File: config.mk
export PLATFORM = sky130hd
export DESIGN_NAME = alu16_sequencer
export DESIGN_NICKNAME = d
export VERILOG_FILES = /design/src/rtl/alu16_sequencer_pkg.sv /design/src/rtl/alu16_sequencer_alu.sv /design/src/rtl/alu16_sequencer.sv
export SDC_FILE = /design/constraint.sdc
export NUM_CORES = 1
export LEC_CHECK = 0
export ABC_AREA = 1
export BUFFER_PORTS_ARGS = -buffer_cell sky130_fd_sc_hd__clkbuf_2
export CAP_MARGIN = 20
export CORE_MARGIN = 3
export CORE_UTILIZATION = 45
export CTS_CLUSTER_SIZE = 12
export DETAILED_ROUTE_END_ITERATION = 6
export GPL_ROUTABILITY_DRIVEN = 0
export PLACE_DENSITY = 0.74
export REMOVE_ABC_BUFFERS = 1
export SYNTH_ARGS = -nofsm -noshare
export SYNTH_HDL_FRONTEND = slang
export SYNTH_SLANG_ARGS = --single-unit
File: constraint.sdc
create_clock -name clock -period 3.5 [get_ports clock]
set_clock_uncertainty 0.1 [all_clocks]
set_input_delay 0.175 -clock clock [delete_from_list [all_inputs] [get_ports clock]]
set_output_delay 0.175 -clock clock [all_outputs]
set_load 0.01 [all_outputs]
File: src/rtl/alu16_sequencer_pkg.sv
// Shared types and constants for the 16-bit arithmetic sequencer.
//   - Flag bit positions inside the 4-bit ZNHC nibble
//   - 16-bit request opcodes, sequencer states, 8-bit ALU opcodes
//   - compose_flags(): packs individual Z/N/H/C bits into a nibble
package alu16_sequencer_pkg;

    localparam int unsigned F_Z = 3;
    localparam int unsigned F_N = 2;
    localparam int unsigned F_H = 1;
    localparam int unsigned F_C = 0;

    typedef enum logic [1:0] {
        Alu16Add   = 2'd0,
        Alu16Inc   = 2'd1,
        Alu16Dec   = 2'd2,
        Alu16AddSp = 2'd3
    } alu16_op_e;

    typedef enum logic [1:0] {
        StIdle = 2'd0,
        StLow  = 2'd1,
        StHigh = 2'd2,
        StDone = 2'd3
    } alu16_state_e;

    typedef enum logic [2:0] {
        AluPass0 = 3'd0,
        AluAdd   = 3'd1,
        AluAdc   = 3'd2,
        AluSub   = 3'd3,
        AluSbc   = 3'd4
    } alu_op_e;

    function automatic logic [3:0] compose_flags(input logic z, input logic n,
                                                 input logic h, input logic c);
        logic [3:0] f;
        f      = 4'h0;
        f[F_Z] = z;
        f[F_N] = n;
        f[F_H] = h;
        f[F_C] = c;
        return f;
    endfunction

endpackage

File: src/rtl/alu16_sequencer_alu.sv
// Combinational 8-bit ALU used for the two byte passes of a 16-bit operation.
// Ports:
//   op         in   operation (PASS0 / ADD / ADC / SUB / SBC)
//   a, b       in   8-bit operands
//   carry_in   in   carry (ADC) or borrow (SBC) input
//   result     out  8-bit result
//   half_carry out  carry/borrow out of bit 3
//   carry      out  carry/borrow out of bit 7
module alu16_sequencer_alu
    import alu16_sequencer_pkg::*;
(
    input  alu_op_e     op,
    input  logic [7:0]  a,
    input  logic [7:0]  b,
    input  logic        carry_in,
    output logic [7:0]  result,
    output logic        half_carry,
    output logic        carry
);

    // One extra bit on each sum catches the carry (or borrow, via wrap) out.
    logic [8:0] full;
    logic [4:0] nib;

    always_comb begin
        full = 9'h000;
        nib  = 5'h00;
        unique case (op)
            AluAdd: begin
                full = {1'b0, a} + {1'b0, b};
                nib  = {1'b0, a[3:0]} + {1'b0, b[3:0]};
            end
            AluAdc: begin
                full = {1'b0, a} + {1'b0, b} + {8'h00, carry_in};
                nib  = {1'b0, a[3:0]} + {1'b0, b[3:0]} + {4'h0, carry_in};
            end
            AluSub: begin
                full = {1'b0, a} - {1'b0, b};
                nib  = {1'b0, a[3:0]} - {1'b0, b[3:0]};
            end
            AluSbc: begin
                full = {1'b0, a} - {1'b0, b} - {8'h00, carry_in};
                nib  = {1'b0, a[3:0]} - {1'b0, b[3:0]} - {4'h0, carry_in};
            end
            default: begin
                full = 9'h000;
                nib  = 5'h00;
            end
        endcase
    end

    assign result     = full[7:0];
    assign half_carry = nib[4];
    assign carry      = full[8];

endmodule

File: src/rtl/alu16_sequencer.sv
// Sequences one 16-bit arithmetic request (ADD HL,rr / INC rr / DEC rr / ADD SP,e) as two
// 8-bit passes through a private ALU and returns the result with ZNHC flags.
// Ports:
//   clock, reset_n        clock and asynchronous active-low reset
//   req_valid/req_ready   request handshake (ready only while idle)
//   req_op, req_a, req_b  opcode and operands, captured on accept
//   req_flags             current ZNHC flags, captured on accept
//   rsp_valid/rsp_ready   response handshake (valid held until ready)
//   rsp_data, rsp_flags   16-bit result and resulting ZNHC flags
module alu16_sequencer
    import alu16_sequencer_pkg::*;
(
    input  logic        clock,
    input  logic        reset_n,
    input  logic        req_valid,
    output logic        req_ready,
    input  logic [1:0]  req_op,
    input  logic [15:0] req_a,
    input  logic [15:0] req_b,
    input  logic [3:0]  req_flags,
    output logic        rsp_valid,
    input  logic        rsp_ready,
    output logic [15:0] rsp_data,
    output logic [3:0]  rsp_flags
);

    alu16_state_e state_q;
    alu16_op_e    op_q;
    logic [15:0]  a_q;
    logic [15:0]  b_q;
    logic [3:0]   flags_q;
    logic [7:0]   lo_q;
    logic         h_lo_q;
    logic         c_lo_q;

    alu_op_e      alu_op;
    logic [7:0]   alu_a;
    logic [7:0]   alu_b;
    logic         alu_cin;
    logic [7:0]   alu_result;
    logic         alu_h;
    logic         alu_c;
    logic [3:0]   done_flags;

    alu16_sequencer_alu u_alu (
        .op         (alu_op),
        .a          (alu_a),
        .b          (alu_b),
        .carry_in   (alu_cin),
        .result     (alu_result),
        .half_carry (alu_h),
        .carry      (alu_c)
    );

    // ALU input mux; idle/done states park the ALU on PASS0 with zero operands.
    always_comb begin
        alu_op  = AluPass0;
        alu_a   = 8'h00;
        alu_b   = 8'h00;
        alu_cin = 1'b0;
        unique case (state_q)
            StLow: begin
                alu_a = a_q[7:0];
                unique case (op_q)
                    Alu16Add, Alu16AddSp: begin
                        alu_op = AluAdd;
                        alu_b  = b_q[7:0];
                    end
                    Alu16Inc: begin
                        alu_op = AluAdd;
                        alu_b  = 8'h01;
                    end
                    Alu16Dec: begin
                        alu_op = AluSub;
                        alu_b  = 8'h01;
                    end
                endcase
            end
            StHigh: begin
                alu_a = a_q[15:8];
                unique case (op_q)
                    Alu16Add: begin
                        alu_op  = AluAdc;
                        alu_b   = b_q[15:8];
                        alu_cin = c_lo_q;
                    end
                    Alu16Inc: begin
                        alu_op  = AluAdc;
                        alu_cin = c_lo_q;
                    end
                    Alu16AddSp: begin
                        alu_op  = AluAdc;
                        alu_b   = {8{b_q[7]}};
                        alu_cin = c_lo_q;
                    end
                    Alu16Dec: begin
                        // Borrow into the high byte only when the low byte wrapped 00 -> FF.
                        alu_op  = AluSbc;
                        alu_cin = (a_q[7:0] == 8'h00);
                    end
                endcase
            end
            default: ;
        endcase
    end

    // Result flags are composed here; the ALU only contributes H/C.
    always_comb begin
        done_flags = flags_q;
        unique case (op_q)
            Alu16Add:           done_flags = compose_flags(flags_q[F_Z], 1'b0, alu_h, alu_c);
            Alu16Inc, Alu16Dec: done_flags = flags_q;
            Alu16AddSp:         done_flags = compose_flags(1'b0, 1'b0, h_lo_q, c_lo_q);
        endcase
    end

    always_ff @(posedge clock or negedge reset_n) begin
        if (!reset_n) begin
            state_q   <= StIdle;
            op_q      <= Alu16Add;
            a_q       <= 16'h0000;
            b_q       <= 16'h0000;
            flags_q   <= 4'h0;
            lo_q      <= 8'h00;
            h_lo_q    <= 1'b0;
            c_lo_q    <= 1'b0;
            req_ready <= 1'b1;
            rsp_valid <= 1'b0;
            rsp_data  <= 16'h0000;
            rsp_flags <= 4'h0;
        end else begin
            unique case (state_q)
                StIdle: begin
                    if (req_valid) begin
                        op_q      <= alu16_op_e'(req_op);
                        a_q       <= req_a;
                        b_q       <= req_b;
                        flags_q   <= req_flags;
                        req_ready <= 1'b0;
                        state_q   <= StLow;
                    end
                end
                StLow: begin
                    lo_q    <= alu_result;
                    h_lo_q  <= alu_h;
                    c_lo_q  <= alu_c;
                    state_q <= StHigh;
                end
                StHigh: begin
                    rsp_data  <= {alu_result, lo_q};
                    rsp_flags <= done_flags;
                    rsp_valid <= 1'b1;
                    state_q   <= StDone;
                end
                StDone: begin
                    // A request arriving with rsp_ready waits for the idle bubble.
                    if (rsp_ready) begin
                        rsp_valid <= 1'b0;
                        req_ready <= 1'b1;
                        state_q   <= StIdle;
                    end
                end
            endcase
        end
    end

endmodule
# --- Yosys cells after proc, flatten, opt, wreduce, memory -nomap -nowiden ---
# Index checks and enable logic that the tools add are counted.
op_classes:
  add_sub_neg: 8
  eq_ne: 12
  muxes: 20
  n_reduce_logical: 12
ops:
  columns: ["op", "count"]
  rows:
  - ["8-bit one-hot mux with 2 select lines", 4]
  - ["9-bit one-hot mux with 4 select lines", 1]
  - ["5-bit one-hot mux with 4 select lines", 1]
  - ["3-bit one-hot mux with 2 select lines", 3]
  - ["4-bit one-hot mux with 3 select lines", 1]
  - ["8-bit by 8-bit adder with 9-bit output", 1]
  - ["9-bit by 1-bit adder with 9-bit output", 1]
  - ["8-bit by 8-bit subtractor with 9-bit output", 1]
  - ["9-bit by 1-bit subtractor with 9-bit output", 1]
  - ["2-bit == test, second input constant", 4]
  - ["8-bit logical NOT", 1]
  - ["2-bit one-hot mux with 4 select lines", 1]
  - ["3-bit by 2-bit == test with 1-bit output, second input constant", 2]
  - ["1-bit one-hot mux with 2 select lines", 3]
  - ["2-bit AND reduction", 3]
  - ["4-bit by 4-bit adder with 5-bit output", 1]
  - ["5-bit by 1-bit adder with 5-bit output", 1]
  - ["4-bit by 4-bit subtractor with 5-bit output", 1]
  - ["5-bit by 1-bit subtractor with 5-bit output", 1]
  - ["2-bit by 1-bit == test with 1-bit output, second input constant", 2]
  - ["2-bit logical NOT", 2]
  - ["1-bit two-way mux", 4]
  - ["2-bit two-way mux", 2]
  - ["2-bit inequality test, second input constant", 2]
  - ["6 further kinds", 8]
word_totals:
  reg_bits: 72
  input_bits: 42
  out_inout_bits: 22

# --- Logic depth before layout (Yosys ltp) ---
# Gate-level depths: netlist of the first run.
logic_depth:
  depth_word: 8
  depth_mapped: 29
  ltp_nobuf: 27

# --- Cells and area by module ---
# From an unflattened synthesis of the first run, not the netlist that was laid out.
hier_totals:
  hier_cells: 671
  area_unflattened_um2: 4894.7
by_module_without_submodules:
  columns: ["mod", "n_inst", "cells_each", "area_per_inst_um2"]
  rows:
  - ["alu16_sequencer", 1, 414, 3397.0]
  - ["alu16_sequencer_alu", 1, 257, 1497.7]

# --- Least setup slack after synthesis of the first run ---
# OpenSTA, ideal clock, no wires.
synth_path:
  kind: "flip-flop to flip-flop"
  start: "reg state_q[1]"
  end: "reg rsp_flags[0]"
  arrival_time_ns: 3.408
  t_required_ns: 3.284
  setup_slack_ns: -0.124
  stages_incl_launch_ff: 27
  cell_sequence: "dfrtp_1 inv_1 ha_1 clkbuf_1 buf_2 clkinv_1 o22ai_1 nand2_1 inv_1 ha_1 inv_1 fa_1 inv_1 ha_1 inv_1 nor2_2 nand3_1 nor2_2 nand2_1 nor2_2 nand3_1 nand3_1 nand2_1 nand2_1 nand2_1 nand2_1 nand2_1"
synth_via:
  elab_chain_cells: 6
  elab_cells_between_ends: 16
  cone_classes: "4 x add/sub; 6 x eq/ne; 6 x mux"
synth_rtl:
  columns: ["element", "line", "text"]
  rows:
  - ["start, declared", "alu16_sequencer.sv:27", "alu16_state_e state_q;"]
  - ["start signal, assigned", "alu16_sequencer.sv:119", "state_q <= StIdle;"]
  - ["start signal, assigned", "alu16_sequencer.sv:140", "state_q <= StLow;"]
  - ["start signal, assigned", "alu16_sequencer.sv:147", "state_q <= StHigh;"]
  - ["2-bit == test or 2-bit by 1-bit == test with 1-bit output (tied branches)", "alu16_sequencer.sv:61, alu16_sequencer.sv:132", null]
  - ["8-bit one-hot mux with 2 select lines", "alu16_sequencer.sv:61", "unique case (state_q)"]
  - ["8-bit by 8-bit subtractor with 9-bit output or 8-bit by 8-bit adder with 9-bit output (tied branches)", null, null]
  - ["9-bit by 1-bit subtractor with 9-bit output or 9-bit by 1-bit adder with 9-bit output (tied branches)", "alu16_sequencer_alu.sv:42, alu16_sequencer_alu.sv:34", null]
  - ["9-bit one-hot mux with 4 select lines", "alu16_sequencer_alu.sv:28", "unique case (op)"]
  - ["4-bit one-hot mux with 3 select lines", "alu16_sequencer.sv:110", "unique case (op_q)"]
  - ["end signal, assigned", "alu16_sequencer.sv:151", "rsp_flags <= done_flags;"]
  - ["end, declared", "alu16_sequencer.sv:24", "output logic [3:0] rsp_flags"]
# Parallel ways exist; a longest one is shown, timed or not.
# A chain may end at the register's enable or synchronous reset.

# --- Worst setup path after layout of the first run ---
layout_path:
  start: "reg op_q[1]"
  end: "reg rsp_flags[0]"
layout_via:
  elab_chain_cells: 8
  elab_cells_between_ends: 25
  cone_classes: "4 x add/sub; 7 x eq/ne; 10 x mux; 4 x reduce/logical"
layout_rtl:
  columns: ["element", "line", "text"]
  rows:
  - ["start, declared", "alu16_sequencer.sv:28", "alu16_op_e op_q;"]
  - ["start signal, assigned", "alu16_sequencer.sv:120", "op_q <= Alu16Add;"]
  - ["start signal, assigned", "alu16_sequencer.sv:135", "op_q <= alu16_op_e'(req_op);"]
  - ["2-bit by 1-bit == test with 1-bit output, or another cell as far along", "alu16_sequencer.sv:64, alu16_sequencer.sv:81, alu16_sequencer.sv:110", null]
  - ["2-bit OR reduction (no line)", null, null]
  - ["8-bit one-hot mux with 2 select lines", "alu16_sequencer.sv:64", "unique case (op_q)"]
  - ["8-bit one-hot mux with 2 select lines", "alu16_sequencer.sv:61", null]
  - ["8-bit by 8-bit subtractor with 9-bit output or 8-bit by 8-bit adder with 9-bit output (tied branches)", null, null]
  - ["9-bit by 1-bit subtractor with 9-bit output or 9-bit by 1-bit adder with 9-bit output (tied branches)", "alu16_sequencer_alu.sv:42, alu16_sequencer_alu.sv:34", null]
  - ["9-bit one-hot mux with 4 select lines", "alu16_sequencer_alu.sv:28", null]
  - ["4-bit one-hot mux with 3 select lines *", "alu16_sequencer.sv:110", null]
# Every way passes the cells marked *; elsewhere a longest branch is shown, timed or not. The select of a mux whose other input is x is not followed.

==> flow_metrics.env, run 1 <==
export IMPL_ant_nets=0
export IMPL_path_max_fanout=7
export IMPL_num_rows=36
export IMPL_avgSynthCellArea_um2=7.675
export IMPL_p_per_area_nw_per_um2=1035
export IMPL_crit_slowest_cell="fa_1"
export IMPL_finalSetupViolCount=0
export IMPL_ys_seq_area_share_pct=38.45
export IMPL_max_clock_freq_mhz=292.5
export IMPL_arrival_ns=3.61
export IMPL_root_buffer="clkbuf_8"
export IMPL_grt_max_degree=53
export IMPL_cts_sinks=72
export IMPL_die_x_um=108.1
export IMPL_syn_inst=611
export IMPL_grt_pass1_wl_um=19250
export IMPL_grt_setup_unrepaired="true"
export IMPL_io_buffers=63
export IMPL_post_place_ws_ns=0.03267
export IMPL_nets=798
export IMPL_dp_hpwl_um=8421
export IMPL_maxSlewViolCount=0
export IMPL_core_area_um2=9955
export IMPL_syn2layout_area_growth_pct=28.44
export IMPL_setup_slack_ns=0.08113
export IMPL_pin_count=64
export IMPL_fin_crit_sh_pct=97.68
export IMPL_hold_path_class="input port to flip-flop"
export IMPL_first_pass_iters=5
export IMPL_cp_cell_sequence="inv_2 > ha_4 > a21oi_2 > nand2_1 > a21oi_2 > ha_2 > inv_2 > fa_1 > inv_2 > ha_4 > inv_2 > nor2_4 > nand3_2 > nor2_4 > nand2_2 > nor2_4 > nand2_1 > nand2_1 > nand3_1 > nand2_1 > nand2_2 > nand2_1 > nand2_1 > nand2_1"
export IMPL_die_area_um2=11680
export IMPL_layout_min_cycle_time_ns=3.419
export IMPL_drc_errors=0
export IMPL_finish_utilization_pct=60.51
export IMPL_layout_drive_gt1_share_pct=27.06
export IMPL_synth_area_um2=4689
export IMPL_end_kind="flip-flop"
export IMPL_vias=4438
export IMPL_slew_headroom_pct=34.22
export IMPL_gr_total_overflow=0
export IMPL_status="finished, final reports clean"
export IMPL_yosys_warnings=0
export IMPL_tightestPinTransition_ns=0.9832
export IMPL_cts_buffers=9
export IMPL_wl_per_cell_um=13.88
export IMPL_cts_tree="yes"
export IMPL_maxCapViolations=0
export IMPL_start_util_pct=47.11
export IMPL_setup_tns_ns=0
export IMPL_ir_drop_uv=506.0
export IMPL_clk_insertion_delay_late_ns=0.35
export IMPL_antenna_found_initial=0
export IMPL_htreeDepth=3
export IMPL_ys_ff_latch=72
export IMPL_antenna_cells=0
export IMPL_cpPeakStageDelay_ns=0.49
export IMPL_ys_types=39
export IMPL_critPathMostFrequentCell="nand2_1"
export IMPL_grt_pass1_vias=4211
export IMPL_die_h_um=108.1
export IMPL_leakagePower_nw=3.046
export IMPL_clock_path_buffers=2
export IMPL_mostFrequentLayoutCells="nand2_1, dfrtp_1, clkbuf_2, inv_1, dlygate4sd3_1"
export IMPL_finalHoldViolations=0
export IMPL_worstSetupPathType="flip-flop to flip-flop"
export IMPL_final_common_cell="nand2_1"
export IMPL_track_usage_pct=20.43
export IMPL_via_per_inst=5.154
export IMPL_required_ns=3.69
export IMPL_initialDrtViolationCount=295
export IMPL_clk_pin_slew_ns=0.08
export IMPL_start_kind="flip-flop"
export IMPL_drt_total_wl_um=11950
==> power by group <==
group | internal [W] | leakage (nW) | total (W) | switching (W)
Clock | 0.000322 | 0.0876 | 0.000645 | 0.000323
Combinational | 0.00155 | 2.07 | 0.00417 | 0.00262
Sequential | 0.00120 | 0.891 | 0.00142 | 0.000225
Total | 0.00307 | 3.05 | 0.00624 | 0.00317
==> state kept, by name, summed over array words and instances, names as in the netlist, 2 cells and up <==
register,cells
rsp_flags,4
b_q,16
lo_q,8
op_q,2
rsp_data,16
a_q,16
state_q,2
flags_q,4
==> final timing paths <==
kind,from,end,slack (ns),depth (start not counted)
max in group asynchronous,reset_n,op_q[0],2.15,3
worst min-delay path,rsp_ready,rsp_valid,0.05,4
worst max-delay path,op_q[1],rsp_flags[0],0.08,24
worst min register to register,rsp_data[0],rsp_data[0],0.37,2
min in group asynchronous,reset_n,rsp_data[7],0.29,2
worst max register to register,op_q[1],rsp_flags[0],0.08,24
==> per-stage QoR <==
step / total power [W] / area, um^2 / hold slack [ns] / cells
after floorplan: 0.004053 / 4588 / -0.2206 / 590
after global placement: 0.004912 / 5162 / 0.1446 / 798
after detailed placement: 0.005026 / 5162 / 0.1517 / 798
after CTS: 0.005722 / 5736 / 0.03317 / 851
after global routing: 0.006817 / 6023 / 0.04519 / 861
final: 0.006236 / 6023 / 0.04676 / 861
==> cell families after synthesis <==
kind of cell | count (synthesis) | share of synthesized area (%)
AND/OR/NAND/NOR | 288 | 26.87
buffers and inverters | 99 | 8.565
AO/OA/AOI/OAI | 93 | 10.81
flip-flops | 72 | 38.45
adder cells (fa/ha/maj) | 31 | 8.591
multiplexers | 25 | 6.003
XOR/XNOR | 3 | 0.7205
==> synth_stat cells, drive strengths merged <==
master | count | area [um^2]
buf | 8 | 52.55
nand3b | 3 | 22.52
or2 | 1 | 8.760
o21ai | 42 | 210.2
nor3 | 5 | 25.02
clkinv | 4 | 20.02
ha | 29 | 362.9
a31oi | 1 | 6.260
o2111ai | 4 | 35.03
mux2 | 25 | 281.5
a21oi | 39 | 202.7
fa | 2 | 40.04
inv | 74 | 280.3
nor2 | 36 | 155.1
o221ai | 1 | 8.760
nand4 | 8 | 50.05
a22o | 1 | 8.760
o21bai | 1 | 7.510
xor2 | 3 | 33.79
and2 | 1 | 7.510
a221oi | 1 | 8.760
nand2 | 194 | 773.2
nand3 | 38 | 205.2
o22ai | 3 | 18.77
clkbuf | 13 | 48.80
dfrtp | 71 | 1777
nor4 | 2 | 12.51
dfstp | 1 | 26.28
==> worst max-delay path: cells and delay by family (launching register included) <==
kind / cells / cell delay (ns)
compound gates: 2 / 0.29
flops: 1 / 0.44
simple gates: 14 / 1.17
fa+ha+maj: 4 / 1.10
buf+inv: 4 / 0.28
==> cell type report <==
type | count | area (um^2)
fill | 878 | 3931
timing repair buffer | 124 | 872.1
tap | 133 | 166.4
inverter | 78 | 300.3
clock buffer | 9 | 123.9
sequential | 72 | 1803
multi-input combinational | 440 | 2699
clock inverter | 5 | 58.81
==> repair_timing <==
item,in CTS,in global routing
hold endpoints to repair,67,0
hold buffers,39,0
resized for setup,0,54
buffers inserted,0,10
endpoints found under the setup margin,0,16
==> per-layer routing <==
metal	wire, um	GRT usage [%]	part of all wire [%]
met1	5275	26.69	44
met2	5700	33.84	48
met3	689	3.463	5.8
met4	285	8.025	2.4
met5	0	0	0
(Power assumes the default switching activity.)
==> run 2, diff against run 1 <==
RECOVER_POWER = 100   (was default)
==> run 2 against run 1 <==
The run now ends with capacitance limit, slew limit left. Critical path type unchanged. First-iteration DRC count is 6.1% higher. Sequential share of layout area up 0.13 points. Largest power group unchanged. Sequential power is essentially flat. Flip-flop and latch count unchanged. Register-to-register slack barely moved. Cell count unchanged. Via count increased by 0.59%.
==> flow_metrics.env, run 2 (same netlist as run 1, synthesis figures left out) <==
export IMPL_start_util_pct=47.11
export IMPL_status="complete, but fails checks"
export IMPL_end_kind="flip-flop"
export IMPL_antenna_cells=0
export IMPL_wl_per_cell_um=13.90
export IMPL_finalHoldViolations=0
export IMPL_setup_tns_ns=0
export IMPL_ant_nets=0
export IMPL_drt_total_wl_um=11970
export IMPL_die_area_um2=11680
export IMPL_track_usage_pct=20.43
export IMPL_via_per_inst=5.185
export IMPL_slew_headroom_pct=-8.499
export IMPL_antenna_found_initial=0
export IMPL_clock_path_buffers=2
export IMPL_hold_path_class="input port to flip-flop"
export IMPL_syn2layout_area_growth_pct=27.88
export IMPL_drc_errors=0
export IMPL_io_buffers=63
export IMPL_final_cell_count_no_fill=861
export IMPL_r2r_cells=24
export IMPL_layout_min_cycle_time_ns=3.427
export IMPL_ir_drop_uv=503.2
export IMPL_pin_count=64
export IMPL_cts_tree="yes"
export IMPL_fin_crit_sh_pct=97.92
export IMPL_p_per_area_nw_per_um2=1035
export IMPL_leakagePower_nw=2.975
export IMPL_grt_pass1_wl_um=19250
export IMPL_finalSetupViolCount=0
export IMPL_first_pass_iters=5
export IMPL_core_area_um2=9955
export IMPL_required_ns=3.69
export IMPL_final_common_cell="nand2_1"
export IMPL_place_inst=798
export IMPL_initialDrtViolationCount=313
export IMPL_max_clock_freq_mhz=291.8
export IMPL_hold_depth=4
export IMPL_worstSetupPathType="flip-flop to flip-flop"
export IMPL_root_buffer="clkbuf_8"
export IMPL_die_x_um=108.1
export IMPL_maxSlewViolCount=32
export IMPL_layout_drive_gt1_share_pct=24.18
export IMPL_setup_slack_ns=0.07286
export IMPL_largestRegisters="a_q x16, b_q x16, rsp_data x16"
export IMPL_clk_insertion_delay_late_ns=0.35
export IMPL_htreeDepth=3
export IMPL_num_rows=36
export IMPL_nets=798
export IMPL_post_place_ws_ns=0.03267
export IMPL_gr_total_overflow=0
export IMPL_mostFrequentLayoutCells="nand2_1, dfrtp_1, inv_1, clkbuf_2, dlygate4sd3_1"
export IMPL_hold_ws_ns=0.04391
export IMPL_clk_pin_slew_ns=0.08
export IMPL_path_max_fanout=7
export IMPL_grt_max_degree=53
export IMPL_violations="capacitance limit, slew limit"
export IMPL_cts_sinks=72
export IMPL_cts_buffers=9
export IMPL_grt_setup_unrepaired="true"
export IMPL_arrival_ns=3.62
export IMPL_grt_pass1_vias=4211
export IMPL_start_kind="flip-flop"
export IMPL_dp_hpwl_um=8421
export IMPL_vias=4464
export IMPL_die_h_um=108.1
export IMPL_tightestPinTransition_ns=1.627
export IMPL_maxCapViolations=1
-- run 2: cell count changes in the layout (fill, tap and decap cells not counted) --
cell,change
buf_2,-1
clkbuf_2,-20
clkbuf_1,+21
-- run 2: per-stage QoR --
stage,power [W],instance area (um^2),utilization (%)
6_report,0.006207,5997,60.24
5_1_grt,0.006795,5997,60.24
4_1_cts,0.005722,5736,57.62
3_5_place_dp,0.005026,5162,51.86
3_3_place_gp,0.004912,5162,51.86
2_1_floorplan,0.004053,4588,-
-- run 2: worst max-delay path, stage by stage (launching register included) --
cell and delay [ns]:
dfrtp_1 0.44, inv_2 0.09, ha_4 0.28, a21oi_2 0.13, nand2_1 0.09, a21oi_2 0.17
ha_2 0.20, inv_2 0.04, fa_1 0.49, inv_2 0.10, ha_4 0.13, inv_2 0.05
nor2_4 0.09, nand3_2 0.11, nor2_4 0.14, nand2_2 0.09, nor2_4 0.14, nand2_1 0.07
nand2_1 0.06, nand3_1 0.06, nand2_1 0.10, nand2_2 0.06, nand2_1 0.06, nand2_1 0.05
nand2_1 0.05
-- run 2: power by group --
part	internal [W]	switching, W
combinational	0.00152	0.00262
clock	0.000322	0.000321
sequential	0.00120	0.000224
-- run 2: repair_timing --
item | in CTS | in global routing
hold buffers | 39 | 0
setup endpoints to repair | 0 | 16
endpoints found under the hold margin | 67 | 0
gates resized for setup | 0 | 54
setup buffers | 0 | 10
-- run 2: final timing paths --
check	start	endpoint	slack, ns
max in group asynchronous	reset_n	op_q[0]	1.46
worst max-delay path	op_q[1]	rsp_flags[0]	0.07
min in group asynchronous	reset_n	rsp_data[7]	0.67
worst min-delay path	rsp_ready	rsp_valid	0.04
worst max register to register	op_q[1]	rsp_flags[0]	0.07
worst min register to register	rsp_data[0]	rsp_data[0]	0.37
-- run 2: area by class of cell --
type,instances,area [um^2]
fill,893,3958
multi-input combinational,440,2699
sequential,72,1803
timing repair buffer,124,845.8
inverter,78,300.3
tap,133,166.4
clock buffer,9,123.9
clock inverter,5,58.81
-- run 2: routing by layer --
metal	global-route usage (%)	share of wire (%)
met5	0	0
met4	8.025	2.5
met2	33.84	48
met1	26.69	44
met3	3.463	5.7
